File: config.mk
export PLATFORM = sky130hd
export DESIGN_NAME = vga_pat_sched
export DESIGN_NICKNAME = d
export VERILOG_FILES = /design/src/rtl/vga_pat_pkg.sv /design/src/rtl/vga_pat_gen.sv /design/src/rtl/vga_pat_sched.sv
export SDC_FILE = /design/constraint.sdc
export NUM_CORES = 1
export LEC_CHECK = 0
export BUFFER_PORTS_ARGS = -buffer_cell sky130_fd_sc_hd__buf_2
export CORE_UTILIZATION = 30
export DETAILED_ROUTE_END_ITERATION = 12
export PLACE_DENSITY = 0.63
export REMOVE_ABC_BUFFERS = 1
export SYNTH_ARGS = -nofsm -noshare
export SYNTH_HDL_FRONTEND = slang
export SYNTH_SLANG_ARGS = --single-unit
export TNS_END_PERCENT = 50
File: constraint.sdc
create_clock -name clk -period 1 [get_ports clk]
set_input_delay 0 -clock clk [delete_from_list [all_inputs] [get_ports clk]]
set_output_delay 0 -clock clk [all_outputs]
set_load 0.1 [all_outputs]
File: src/rtl/vga_pat_pkg.sv
`default_nettype none
// ============================================================================
// Module   : vga_pat_pkg
// Purpose  : Mode/state encodings and colour constants for the VGA pattern scheduler.
// Revision : 1.0
// ============================================================================
package vga_pat_pkg;

  localparam logic [1:0] MODE_BARS  = 2'd0;
  localparam logic [1:0] MODE_CHECK = 2'd1;
  localparam logic [1:0] MODE_GRID  = 2'd2;
  localparam logic [1:0] MODE_SOLID = 2'd3;

  localparam logic [1:0] ST_IDLE = 2'd0;
  localparam logic [1:0] ST_ARM  = 2'd1;
  localparam logic [1:0] ST_RUN  = 2'd2;
  localparam logic [1:0] ST_PEND = 2'd3;

  localparam logic [23:0] RGB_BLACK = 24'h000000;
  localparam logic [23:0] RGB_WHITE = 24'hffffff;
  localparam logic [23:0] RGB_BLUE  = 24'h0000ff;

  localparam logic [23:0] BAR_C0 = 24'hffffff;
  localparam logic [23:0] BAR_C1 = 24'hffff00;
  localparam logic [23:0] BAR_C2 = 24'h00ffff;
  localparam logic [23:0] BAR_C3 = 24'h00ff00;
  localparam logic [23:0] BAR_C4 = 24'hff00ff;
  localparam logic [23:0] BAR_C5 = 24'hff0000;
  localparam logic [23:0] BAR_C6 = 24'h0000ff;
  localparam logic [23:0] BAR_C7 = 24'h000000;

  function automatic logic [23:0] bar_colour(input logic [2:0] idx);
    logic [23:0] c;
    case (idx)
      3'd0:    c = BAR_C0;
      3'd1:    c = BAR_C1;
      3'd2:    c = BAR_C2;
      3'd3:    c = BAR_C3;
      3'd4:    c = BAR_C4;
      3'd5:    c = BAR_C5;
      3'd6:    c = BAR_C6;
      default: c = BAR_C7;
    endcase
    return c;
  endfunction

endpackage
`default_nettype wire

File: src/rtl/vga_pat_gen.sv
`default_nettype none
// ============================================================================
// Module   : vga_pat_gen
// Purpose  : Combinational pixel colour for the selected pattern at (hcount, vcount).
// Revision : 1.0
// ============================================================================
module vga_pat_gen
  import vga_pat_pkg::*;
#(
  parameter int          BAR_W     = 80,
  parameter int          CELL_LOG2 = 5,
  parameter logic [23:0] SOLID_RGB = 24'hffffff
) (
  input  logic [1:0]         mode_i,
  input  logic [9:0]         hcount_i,
  input  logic [CELL_LOG2:0] vcount_i,
  input  logic               active_i,
  output logic [23:0]        rgb_o
);

  localparam logic [9:0] BAR_W10 = 10'(BAR_W);

  logic [9:0] bar_div;
  logic [2:0] bar_idx;

  always_comb begin
    bar_div = hcount_i / BAR_W10;
    // Anything right of the eighth bar keeps the last (black) bar colour.
    bar_idx = (bar_div > 10'd7) ? 3'd7 : bar_div[2:0];
    rgb_o   = RGB_BLACK;
    if (active_i) begin
      case (mode_i)
        MODE_BARS:  rgb_o = bar_colour(bar_idx);
        MODE_CHECK: rgb_o = (hcount_i[CELL_LOG2] ^ vcount_i[CELL_LOG2]) ? RGB_WHITE : RGB_BLACK;
        MODE_GRID:  rgb_o = ((hcount_i[CELL_LOG2-1:0] == '0) || (vcount_i[CELL_LOG2-1:0] == '0))
                            ? RGB_WHITE : RGB_BLUE;
        default:    rgb_o = SOLID_RGB;
      endcase
    end
  end

endmodule
`default_nettype wire

File: src/rtl/vga_pat_sched.sv
`default_nettype none
// ============================================================================
// Module   : vga_pat_sched
// Purpose  : Frame-synchronous test-pattern scheduler feeding vga_ctrl data_in.
//            Define VGA_PAT_AUTO_EN to enable per-frame auto-cycling of patterns.
// Revision : 1.0
// ============================================================================
module vga_pat_sched
  import vga_pat_pkg::*;
#(
  parameter int          H_ACTIVE       = 640,
  parameter int          V_ACTIVE       = 480,
  parameter int          BAR_W          = 80,
  parameter int          CELL_LOG2      = 5,
  parameter int          FRAMES_PER_PAT = 60,
  parameter logic [23:0] SOLID_RGB      = 24'hffffff
) (
  input  logic        clk,
  input  logic        rst,
  input  logic        en,
  input  logic [9:0]  hcount,
  input  logic [9:0]  vcount,
  input  logic        vga_vs,
  input  logic        req_valid,
  input  logic [1:0]  req_mode,
  output logic        req_ready,
  output logic [23:0] data_out,
  output logic [1:0]  cur_mode,
  output logic        busy
);

  localparam logic [10:0] H_LIM = 11'(H_ACTIVE);
  localparam logic [10:0] V_LIM = 11'(V_ACTIVE);

  logic [1:0]  state_q, state_d;
  logic [1:0]  cur_mode_q, cur_mode_d;
  logic [1:0]  pend_mode_q, pend_mode_d;
  logic        vs_q;
  logic [23:0] data_out_q;
  logic [23:0] pix_rgb;
  logic        fb;
  logic        req_acc;
  logic        pix_active;
  logic        auto_step;

  assign fb      = ~vs_q & vga_vs;
  assign req_acc = req_valid & req_ready;

`ifdef VGA_PAT_AUTO_EN
  localparam int             CNT_W    = (FRAMES_PER_PAT > 1) ? $clog2(FRAMES_PER_PAT) : 1;
  localparam logic [CNT_W-1:0] CNT_LAST = CNT_W'(FRAMES_PER_PAT - 1);

  logic [CNT_W-1:0] frame_cnt_q, frame_cnt_d;

  assign auto_step = (frame_cnt_q == CNT_LAST);

  // Counter only runs while displaying; every way back into RUN starts from zero.
  always_comb begin
    frame_cnt_d = '0;
    if (state_q == ST_RUN) begin
      frame_cnt_d = frame_cnt_q;
      if (en && fb) frame_cnt_d = auto_step ? '0 : frame_cnt_q + CNT_W'(1);
    end
  end

  always_ff @(posedge clk or negedge rst) begin
    if (!rst) frame_cnt_q <= '0;
    else      frame_cnt_q <= frame_cnt_d;
  end
`else
  localparam int c_unused_fpp = FRAMES_PER_PAT;
  assign auto_step = 1'b0;
`endif

  always_ff @(posedge clk or negedge rst) begin
    if (!rst) state_q <= ST_IDLE;
    else      state_q <= state_d;
  end

  always_comb begin
    state_d = state_q;
    case (state_q)
      ST_IDLE: if (en) state_d = ST_ARM;
      ST_ARM:  if (!en) state_d = ST_IDLE; else if (fb) state_d = ST_RUN;
      ST_RUN:  if (!en) state_d = ST_IDLE; else if (req_acc) state_d = ST_PEND;
      ST_PEND: if (!en) state_d = ST_IDLE; else if (fb) state_d = ST_RUN;
      default: state_d = ST_IDLE;
    endcase
  end

  always_comb begin
    req_ready = 1'b1;
    busy      = 1'b0;
    case (state_q)
      ST_RUN:  busy = 1'b1;
      ST_PEND: begin
        busy      = 1'b1;
        req_ready = 1'b0;
      end
      default: ;
    endcase
  end

  // While blanked a request lands immediately; while displaying it waits for fb.
  always_comb begin
    cur_mode_d  = cur_mode_q;
    pend_mode_d = pend_mode_q;
    if (req_acc) pend_mode_d = req_mode;
    case (state_q)
      ST_IDLE, ST_ARM: if (req_acc) cur_mode_d = req_mode;
      ST_RUN: begin
        if (!en && req_acc)           cur_mode_d = req_mode;
        else if (en && fb && auto_step) cur_mode_d = cur_mode_q + 2'd1;
      end
      ST_PEND: if (!en || fb) cur_mode_d = pend_mode_q;
      default: ;
    endcase
  end

  always_ff @(posedge clk or negedge rst) begin
    if (!rst) begin
      cur_mode_q  <= MODE_BARS;
      pend_mode_q <= MODE_BARS;
      vs_q        <= 1'b0;
      data_out_q  <= RGB_BLACK;
    end else begin
      cur_mode_q  <= cur_mode_d;
      pend_mode_q <= pend_mode_d;
      vs_q        <= vga_vs;
      data_out_q  <= pix_rgb;
    end
  end

  assign pix_active = ((state_q == ST_RUN) || (state_q == ST_PEND)) &&
                      ({1'b0, hcount} < H_LIM) && ({1'b0, vcount} < V_LIM);

  vga_pat_gen #(
    .BAR_W     (BAR_W),
    .CELL_LOG2 (CELL_LOG2),
    .SOLID_RGB (SOLID_RGB)
  ) u_gen (
    .mode_i   (cur_mode_q),
    .hcount_i (hcount),
    .vcount_i (vcount[CELL_LOG2:0]),
    .active_i (pix_active),
    .rgb_o    (pix_rgb)
  );

  assign data_out = data_out_q;
  assign cur_mode = cur_mode_q;

endmodule
`default_nettype wire

Word-level counts from Yosys, hierarchy flattened
Index checks and enable logic that the tools add are counted.
Cells by class
  div/mod/pow operators: 1
  magnitude comparators: 3
  equal/unequal tests: 17
  muxes and demuxes: 18
  bitwise operators: 4
  reduce and logical (&&, ||, !) cells: 17
Operators with widths (count)
  24-bit one-hot mux with 7 select lines: 1
  24-bit 2-to-1 mux: 3
  24-bit one-hot mux with 3 select lines: 1
  2-bit 2-to-1 mux: 8
  2-bit one-hot mux with 3 select lines: 2
  10-bit by 7-bit divider with 10-bit output, second input constant: 1
  10-bit by 3-bit greater-than comparator with 1-bit output, second input constant: 1
  5-bit zero test: 2
  10-bit less-than comparator, second input constant: 1
  10-bit by 9-bit less-than comparator with 1-bit output, second input constant: 1
  3-bit == test, second input constant: 3
  2-bit inequality test, second input constant: 4
  2-bit == test, second input constant: 3
  3-bit by 2-bit == test with 1-bit output, second input constant: 2
  3-bit AND reduction: 2
  2-bit OR reduction: 3
  2-bit by 1-bit == test with 1-bit output, second input constant: 2
  2-bit zero test: 2
  3-bit by 1-bit == test with 1-bit output, second input constant: 1
  1-bit logical AND: 3
  3-bit zero test: 1
  1-bit logical OR: 3
  3-bit 2-to-1 mux: 1
  3-bit by 2-bit inequality test with 1-bit output, second input constant: 1
  6 further kinds: 8
Word-level totals
  flip-flop bits (word level): 31
  word-level logic and storage cells: 65

Longest topological paths before layout
Gate-level depths: netlist of run 1.
  depth after elaboration: 7
  mapped depth: 5

Modules after synthesis
Synthesis of run 1 repeated with hierarchy kept, for this count alone.
Second synthesis, totals
  cells, all modules: 99
  area, all modules: 1286.2 um^2
By module, submodules not included
  vga_pat_sched: instances 1, cells an instance 50, area each 924.6 um^2
  vga_pat_gen: instances 1, cells an instance 49, area each 361.6 um^2

Least setup slack after synthesis of run 1
Ideal clock, no wire load.
  path type: register to register
  from: register state_q[1]
  to: register pend_mode_q[0]
  library setup time: 125 ps
  data arrival time: 1656 ps
  required time: 875 ps
  path slack: -781 ps
  stages on the path, launching flop included: 4
  path buffers: 0
  clock period less this slack: 1781 ps
  path through: dfrtp_1 > nand2_1 > nand2_1 > mux2_2
On the way
  cells in the longest elaborated chain, start to end: 3
RTL lines
  start: declaration: RTL line vga_pat_sched.sv:35  | logic [1:0] state_q, state_d;
  start signal: assignment: RTL line vga_pat_sched.sv:77  | else state_q <= state_d;
  2-bit == test: RTL line vga_pat_sched.sv:94  | case (state_q)
  1-bit 2-to-1 mux: RTL line vga_pat_sched.sv:94
  named net req_ready: RTL line vga_pat_sched.sv:26  | output logic req_ready,
  1-bit AND: RTL line vga_pat_sched.sv:47  | assign req_acc = req_valid & req_ready;
  end signal: assignment: RTL line vga_pat_sched.sv:128  | pend_mode_q <= pend_mode_d;
  end: declaration: RTL line vga_pat_sched.sv:37  | logic [1:0] pend_mode_q, pend_mode_d;
The timed path passes the listed nets, and every way through them passes these cells.
A chain may end at the register's enable or synchronous reset.

Worst setup path in the final report of run 1
  from: register cur_mode_q[0] (netlist: cur_mode[0])
  to: register data_out_q[22] (netlist: data_out[22])
On the way
  cells in the longest elaborated chain, start to end: 3
RTL lines
  start: declaration: RTL line vga_pat_sched.sv:36  | logic [1:0] cur_mode_q, cur_mode_d;
  start signal: assignment: RTL line vga_pat_sched.sv:127  | cur_mode_q <= cur_mode_d;
  2-bit == test (tied with other cells): RTL line vga_pat_gen.sv:32  | case (mode_i)
  24-bit one-hot mux with 3 select lines *: RTL line vga_pat_gen.sv:32
  24-bit 2-to-1 mux *: RTL line vga_pat_gen.sv:31  | if (active_i) begin
  end signal: assignment: RTL line vga_pat_sched.sv:130  | data_out_q <= pix_rgb;
  end: declaration: RTL line vga_pat_sched.sv:39  | logic [23:0] data_out_q;
Mark *: on every way between the ends. The rest lies on a longest branch, timed or not.

==> results of run 1 <==
sequential cells by signal (all words and copies together), names as in the netlist:
register / cells
pend_mode_q: 2
state_q: 2
vs_q: 1
cur_mode: 2
data_out: 3
cells in the mapped netlist (2+ instances only):
cell	number	area (µm²)
o311a_1	2	20.02
clkbuf_1	3	11.26
dfrtp_1	10	250.2
or4_1	3	22.52
nand3b_1	2	15.01
mux2i_1	2	20.02
mux2_2	2	22.52
o21ai_0	5	25.02
nor2b_1	2	12.51
nand2_1	4	15.01
a21oi_1	8	40.04
inv_1	2	7.510
buf_4	21	157.7
nor2_1	4	15.01
nand2b_1	2	12.51
worst reg2reg max path, cell delays in order (launching register included):
cell and delay [ps]:
dfrtp_2 440, a21oi_1 300, o21bai_1 220, a21oi_1 110
worst max path at each step:
stage	start	cells past startpoint	slack [ps]	to
after CTS	cur_mode[1]	2	-150	data_out[22]
after global placement	hcount[7]	5	-290	data_out[22]
after global routing	state_q[0]	5	-180	cur_mode[1]
after detailed placement	hcount[7]	5	-320	data_out[22]
final	cur_mode[0]	3	-190	data_out[22]
after floorplan	data_out[7]	0	-4050	data_out[0]
cells by family after synthesis:
logic type	after synthesis
simple gates	28
buf+inv	28
compound gates	23
flops	10
mux	4
xor+xnor	2
metal layers:
layer	share of wire, %	global-route usage (%)	vias up
li1	-	-	448
met1	35	19.03	460
met2	56	36.55	60
met3	9.2	6.557	2
met4	0.28	5.000	0
met5	0	0	-
cell type report:
class	count	area share, %
clock buffer	4	2.049
inverter	2	0.4240
multi-input combinational	57	24.31
sequential	10	14.42
tap	30	2.120
timing repair buffer	84	56.68
power breakdown:
group          internal (mW)  leakage, nW  switching, mW
Combinational          0.350        0.661          0.423
Sequential             0.437        0.120         0.0345
Clock                  0.221       0.0210          0.148
Total                   1.01        0.803          0.605
per-stage QoR:
stage	setup slack [ps]	power [mW]	setup TNS (ps)	instances	area [µm²]
2_1_floorplan	-4051	0.8084	-106920	69	659.4
3_3_place_gp	-290.3	1.137	-903.2	175	1553
3_5_place_dp	-323.0	1.152	-1040	175	1553
4_1_cts	-146.2	1.594	-1139	187	1740
5_1_grt	-181.3	1.687	-2505	187	1770
6_report	-190.5	1.614	-1225	187	1770
timing repair:
item	in CTS	in global routing
pin swaps	11	3
resized for setup	24	10
setup endpoints to repair	36	37
endpoints found under the hold margin	15	0
setup buffers	3	1
hold buffers	5	0
==> flow_metrics.env, run 1 <==
export IMPL_path_max_fanout=5
export IMPL_slowest_stage="dfrtp_2"
export IMPL_routed_wl_mm=2.539
export IMPL_die_area_um2=3032
export IMPL_grt_pass1_vias=942
export IMPL_vias_per_cell=5.187
export IMPL_hold_end="state_q[0]"
export IMPL_synth_mux_area_share_pct=5.037
export IMPL_synth_adder_area_share_pct=0
export IMPL_synth_async_sr_flop_share_pct=100.0
export IMPL_synth_xor_area_share_pct=2.074
export IMPL_endpoint_kind="flip-flop"
export IMPL_synth_top_family_by_area="buffers and inverters"
export IMPL_n_antenna_cell=0
export IMPL_critPathBufInv=0
export IMPL_dpl_hpwl_mm=1.881
export IMPL_drv_cap=0
export IMPL_start_kind="flip-flop"
export IMPL_drt_first_iter_violations=18
export IMPL_nets=185
export IMPL_r2r_start="cur_mode[0]"
export IMPL_cts_htree_levels=1
export IMPL_yosysUniqueCellTypes=38
export IMPL_die_w_um=55.06
export IMPL_hold_viol=0
export IMPL_yosysWarnings=0
export IMPL_io_buffer_count=54
export IMPL_status="complete, but fails checks"
export IMPL_fmax_ghz=0.8400
export IMPL_fin_ws_ps=-190.5
export IMPL_routabilityCongestion=0.8778
export IMPL_rsz0062_at_grt="true"
export IMPL_grtUsageTotal_pct=18.96
export IMPL_slowest_delay_ps=440
export IMPL_fin_skew_ps=3.243
export IMPL_min_period_ps=1190
export IMPL_final_cell_mix="buf_12 (30), buf_2 (26), buf_4 (14), a21oi_1 (8), buf_6 (8)"
export IMPL_tightest_slew_ps=324.9
export IMPL_power_density_nw_per_um2=911.5
export IMPL_rr_worst_depth=3
export IMPL_hold_depth=2
export IMPL_cts_buffers=3
export IMPL_grt_overflow=0
export IMPL_area_growth_pct=109.6
export IMPL_die_h_um=55.06
export IMPL_hold_path_class="in2reg"
export IMPL_worstPathArrival_ps=1340
export IMPL_antenna_found_initial=0
export IMPL_setup_viol=20
export IMPL_critical_path_class="reg2reg"
export IMPL_r2r_end="data_out[22]"
export IMPL_path_cells="a21oi_1 > o21bai_1 > a21oi_1"
export IMPL_drive_gt1_share_pct=60.51
export IMPL_core_rowCount=18
export IMPL_synth_compound_area_share_pct=18.07
export IMPL_syn_avg_cell_area_um2=8.890
export IMPL_cts_sinks=10
export IMPL_root_buffer="clkbuf_4"
export IMPL_netlist_instances=95
export IMPL_core_area_um2=2567
export IMPL_syn_area_um2=844.6
export IMPL_ys_seq_elements=10
export IMPL_slew_headroom_pct=78.34
export IMPL_peakVddDrop_mv=0.7604
export IMPL_ys_seq_area_share_pct=29.63
export IMPL_cts_tree="built"
export IMPL_drc_errors=0
export IMPL_register_area_um2=255.2
export IMPL_violations="negative setup slack"
export IMPL_critPathTopFamily="compound AO/OA/AOI/OAI gates"
export IMPL_clockBufferDepth=2
export IMPL_critPathMostFrequentCell="a21oi_1"
export IMPL_post_route_period_util_pct=119.0
export IMPL_synth_ff_type="dfrtp_1"
export IMPL_clk_insertion_delay_late_ps=270
export IMPL_synthSimpleGateAreaFrac_pct=22.37
export IMPL_start_util_pct=32.89
export IMPL_io_pins=55
export IMPL_hold_start="req_valid"
export IMPL_whs_ps=76.24
export IMPL_nFillCells=205
export IMPL_required_ps=1150
export IMPL_final_common_cell="buf_12"
export IMPL_avgRoutedWirePerCell_um=13.58
export IMPL_clk_pin_slew_ps=70
export IMPL_leakagePower_nw=0.8028
export IMPL_multi_input_area_um2=430.4
export IMPL_final_core_util_pct=68.96
export IMPL_grt_max_degree=12
export IMPL_synth_edf_count=0
export IMPL_maxSlewViolCount=0
export IMPL_vias=970
export IMPL_reg2reg_slack_ps=-190
export IMPL_dr_pass1_iters=4
export IMPL_ant_nets=0
export IMPL_grt_pass1_wl_mm=3.988
No activity file was read; power rests on OpenSTA's default activity.
==> run 2, diff against run 1 <==
- PLACE_DENSITY: 0.63 -> 0.6
- clock period: 1 -> 1.4 ns (I/O delays scaled with it)
==> flow_metrics.env, run 2 (synthesis gave the netlist of run 1 again) <==
export IMPL_cts_tree="built"
export IMPL_stdcell_count=166
export IMPL_rr_worst_depth=4
export IMPL_antenna_found_initial=0
export IMPL_path_cells="nand2_1 > buf_2"
export IMPL_whs_ps=20.60
export IMPL_routed_wl_mm=1.903
export IMPL_grt_pass1_wl_mm=3.118
export IMPL_nFillCells=266
export IMPL_clk_insertion_delay_late_ps=270
export IMPL_multi_input_area_um2=401.6
export IMPL_final_core_util_pct=42.20
export IMPL_final_common_cell="buf_2"
export IMPL_r2r_start="vs_q"
export IMPL_hold_path_class="in2reg"
export IMPL_drc_errors=0
export IMPL_peakVddDrop_mv=0.5695
export IMPL_root_buffer="clkbuf_4"
export IMPL_clockBufferDepth=2
export IMPL_die_area_um2=3032
export IMPL_io_buffer_count=54
export IMPL_nets=164
export IMPL_grt_overflow=0
export IMPL_vias=847
export IMPL_avgRoutedWirePerCell_um=11.46
export IMPL_hold_end="state_q[0]"
export IMPL_critPathTopFamily="buffers and inverters"
export IMPL_post_route_period_util_pct=95.14
export IMPL_power_density_nw_per_um2=884.9
export IMPL_grtUsageTotal_pct=13.95
export IMPL_final_design_area_no_fill_um2=1084
export IMPL_min_period_ps=1332
export IMPL_tightest_slew_ps=486.9
export IMPL_path_max_fanout=6
export IMPL_ant_nets=0
export IMPL_die_h_um=55.06
export IMPL_start_kind="flip-flop"
export IMPL_leakagePower_nw=0.5847
export IMPL_hold_viol=0
export IMPL_rsz0062_at_grt="false"
export IMPL_clk_pin_slew_ps=60
export IMPL_dr_pass1_iters=4
export IMPL_required_ps=1400
export IMPL_cts_htree_levels=1
export IMPL_final_cell_mix="buf_2 (54), dfrtp_1 (10), a21oi_1 (8), o21ai_0 (5), dlygate4sd3_1 (5)"
export IMPL_critical_path_class="reg2out"
export IMPL_start_util_pct=32.89
export IMPL_cts_buffers=3
export IMPL_register_area_um2=250.2
export IMPL_setup_viol=0
export IMPL_vias_per_cell=5.102
export IMPL_largest_register_ffs=3
export IMPL_grt_max_degree=11
export IMPL_dpl_hpwl_mm=1.515
export IMPL_slowest_delay_ps=450
export IMPL_core_rowCount=18
export IMPL_reg2reg_slack_ps=200
export IMPL_drive_gt1_share_pct=47.79
export IMPL_fmax_ghz=0.7508
export IMPL_postPlaceCellArea_um2=997.2
export IMPL_maxSlewViolCount=0
export IMPL_slew_headroom_pct=67.76
export IMPL_cts_resized=0
export IMPL_endpoint_kind="output port"
export IMPL_power_mw=0.9588
export IMPL_io_pins=55
export IMPL_dp_cells=157
export IMPL_worstPathArrival_ps=1330
export IMPL_hold_start="req_valid"
export IMPL_hold_depth=2
export IMPL_cts_sinks=10
export IMPL_r2r_end="cur_mode[0]"
export IMPL_slowest_stage="buf_2"
export IMPL_n_antenna_cell=0
export IMPL_routabilityCongestion=0.8529
export IMPL_status="complete, no violations"
export IMPL_fin_skew_ps=7.888
export IMPL_grt_pass1_vias=713
export IMPL_drt_first_iter_violations=5
export IMPL_core_area_um2=2567
export IMPL_die_w_um=55.06
export IMPL_area_growth_pct=28.30
export IMPL_critPathBufInv=1
export IMPL_drv_cap=0
[run 2: timing repair]
item                                    4_1_cts  5_1_grt
hold buffers                                  5        0
hold endpoints to repair                     14        0
setup buffers                                 0        0
endpoints found under the setup margin        0        0
[run 2: per-layer routing]
| metal | track usage (%) | wire [µm] | up-vias |
|---|---|---|---|
| li1 | - | - | 408 |
| met1 | 18.05 | 837 | 396 |
| met2 | 24.90 | 959 | 43 |
| met3 | 1.639 | 105 | 0 |
| met4 | 2.500 | 0 | 0 |
| met5 | 0 | 0 | - |
[run 2: worst max-delay path by stage]
stage	startpoint	cells after the start	slack, ps	end
after floorplan	data_out[7]	0	-3650	data_out[0]
after global placement	hcount[9]	5	90	data_out[22]
after detailed placement	hcount[9]	5	80	data_out[22]
after CTS	state_q[1]	2	50	req_ready
after global routing	state_q[1]	2	7	req_ready
final	state_q[1]	2	70	req_ready
[run 2: area by class of cell]
class	instances	area share, %
timing repair buffer	63	32.33
multi-input combinational	57	37.07
sequential	10	23.09
clock buffer	4	3.349
inverter	2	0.6928
tap	30	3.464
[run 2: report_power, final]
group | internal (mW) | switching (mW) | leakage, nW
Sequential | 0.310 | 0.0227 | 0.125
Clock | 0.158 | 0.102 | 0.0210
Combinational | 0.107 | 0.259 | 0.439
Total | 0.575 | 0.384 | 0.585
[run 2: metrics by stage]
step                setup TNS [ps]  setup WS [ps]
floorplan                   -93390          -3651
CTS                              0          47.88
detailed placement               0          77.38
global route                     0          6.988
global placement                 0          85.61
finish                           0          68.01
==> run 3, diff against run 2 <==
- REMOVE_ABC_BUFFERS: 1 -> unset
==> flow_metrics.env, run 3 (synthesis gave the netlist of run 1 again) <==
export IMPL_root_buffer="clkbuf_4"
export IMPL_routabilityCongestion=0.7014
export IMPL_start_kind="flip-flop"
export IMPL_n_antenna_cell=0
export IMPL_rsz0062_at_grt="false"
export IMPL_peakVddDrop_mv=0.5360
export IMPL_stdcell_count=166
export IMPL_fmax_ghz=0.7996
export IMPL_core_rowCount=18
export IMPL_leakagePower_nw=0.5890
export IMPL_drv_cap=0
export IMPL_grt_max_degree=12
export IMPL_reg2reg_slack_ps=190
export IMPL_setup_viol=0
export IMPL_critical_path_class="reg2out"
export IMPL_clk_pin_slew_ps=60
export IMPL_path_cells="nand2_4 > buf_2"
export IMPL_final_design_area_no_fill_um2=1096
export IMPL_power_density_nw_per_um2=869.9
export IMPL_maxSlewViolCount=0
export IMPL_io_pins=55
export IMPL_setup_tns_ps=0
export IMPL_endpoint_kind="output port"
export IMPL_final_common_cell="buf_2"
export IMPL_drt_first_iter_violations=16
export IMPL_vias=819
export IMPL_grt_pass1_wl_mm=2.642
export IMPL_r2r_start="cur_mode[0]"
export IMPL_post_route_period_util_pct=89.33
export IMPL_cts_tree="built"
export IMPL_hold_path_class="in2reg"
export IMPL_dpl_hpwl_mm=1.462
export IMPL_antenna_found_initial=0
export IMPL_dp_cells=157
export IMPL_io_buffer_count=54
export IMPL_drive_gt1_share_pct=51.47
export IMPL_ant_nets=0
export IMPL_core_area_um2=2567
export IMPL_pre_cts_slack_ps=2.233
export IMPL_whs_ps=17.62
export IMPL_postPlaceCellArea_um2=1010
export IMPL_routed_wl_mm=1.845
export IMPL_slowest_stage="dfrtp_1"
export IMPL_fin_ws_ps=149.4
export IMPL_r2r_end="data_out[22]"
export IMPL_worstPathArrival_ps=1250
export IMPL_synth_nets=122
export IMPL_min_period_ps=1251
export IMPL_nets=164
export IMPL_final_cell_mix="buf_2 (54), a21oi_1 (8), dfrtp_1 (6), o21ai_0 (5), dlygate4sd3_1 (5)"
export IMPL_grtUsageTotal_pct=11.88
export IMPL_die_area_um2=3032
export IMPL_required_ps=1400
export IMPL_hold_end="state_q[0]"
export IMPL_start_util_pct=32.89
export IMPL_clockBufferDepth=2
export IMPL_grt_pass1_vias=632
export IMPL_path_max_fanout=6
export IMPL_die_h_um=55.06
export IMPL_cts_resized=0
export IMPL_hold_depth=2
export IMPL_hold_viol=0
export IMPL_clk_insertion_delay_late_ps=260
export IMPL_avgRoutedWirePerCell_um=11.11
export IMPL_slowest_delay_ps=460
export IMPL_rr_worst_depth=2
export IMPL_tightest_slew_ps=487.2
export IMPL_area_growth_pct=29.78
export IMPL_largest_register_ffs=3
export IMPL_cts_sinks=10
export IMPL_die_w_um=55.06
export IMPL_cts_htree_levels=1
export IMPL_hold_start="req_valid"
export IMPL_grt_overflow=0
export IMPL_dr_pass1_iters=4
export IMPL_drc_errors=0
export IMPL_slew_headroom_pct=67.75
export IMPL_vias_per_cell=4.934
export IMPL_cts_buffers=3
export IMPL_status="complete, no violations"
export IMPL_fin_skew_ps=0.3800
==> run 3: cell count changes in the layout (fill, tap and decap cells not counted) <==
cell / before / now
nand2_1: 4 / 3
dfrtp_2: 0 / 4
nand2_4: 0 / 1
dfrtp_1: 10 / 6
==> run 3: layer usage <==
| layer | up-vias | wire [µm] | global-route usage, % |
|---|---|---|---|
| met5 | - | 0 | 0 |
| met4 | 0 | 0 | 3.750 |
| met3 | 0 | 170 | 1.639 |
| met2 | 46 | 835 | 19.08 |
| met1 | 364 | 840 | 16.36 |
| li1 | 409 | - | - |
==> run 3: how the worst max path moves through the flow <==
stage / startpoint / end / slack [ps] / cells past startpoint
after floorplan: data_out[7] / data_out[1] / -20 / 1
after CTS: state_q[1] / req_ready / 130 / 2
after detailed placement: hcount[9] / data_out[22] / 2 / 5
final: state_q[1] / req_ready / 150 / 2
after global routing: state_q[0] / cur_mode[0] / 40 / 4
after global placement: hcount[9] / data_out[22] / 70 / 5
==> run 3: metrics by stage <==
step	power, mW	util, %
4_1_cts	0.9674	42.69
3_3_place_gp	0.6918	39.33
6_report	0.9534	42.69
3_5_place_dp	0.6964	39.33
2_1_floorplan	0.6138	-
5_1_grt	1.000	42.69
==> run 3: final cells by class <==
class	count	area, µm²
multi-input combinational	57	409.1
inverter	2	7.507
timing repair buffer	63	350.3
tap	30	37.54
sequential	10	255.2
fill	264	1471
clock buffer	4	36.28
==> run 3: power breakdown <==
| group | internal, mW | leakage (nW) | total (mW) | switching, mW |
|---|---|---|---|---|
| registers | 0.312 | 0.120 | 0.337 | 0.0253 |
| clock network | 0.158 | 0.0210 | 0.254 | 0.0961 |
| logic | 0.108 | 0.448 | 0.363 | 0.255 |
| total | 0.577 | 0.589 | 0.953 | 0.376 |
==> run 3: what timing repair did <==
item                      4_1_cts  5_1_grt
buffers inserted                0        0
hold endpoints to repair       14        0
hold buffers                    5        0
==> run 3: critical path: cells and delay by family, from the launching register on <==
kind	cells	cell delay [ps]
and+or+nand+nor	1	110
buffers and inverters	1	420
DFF	1	460
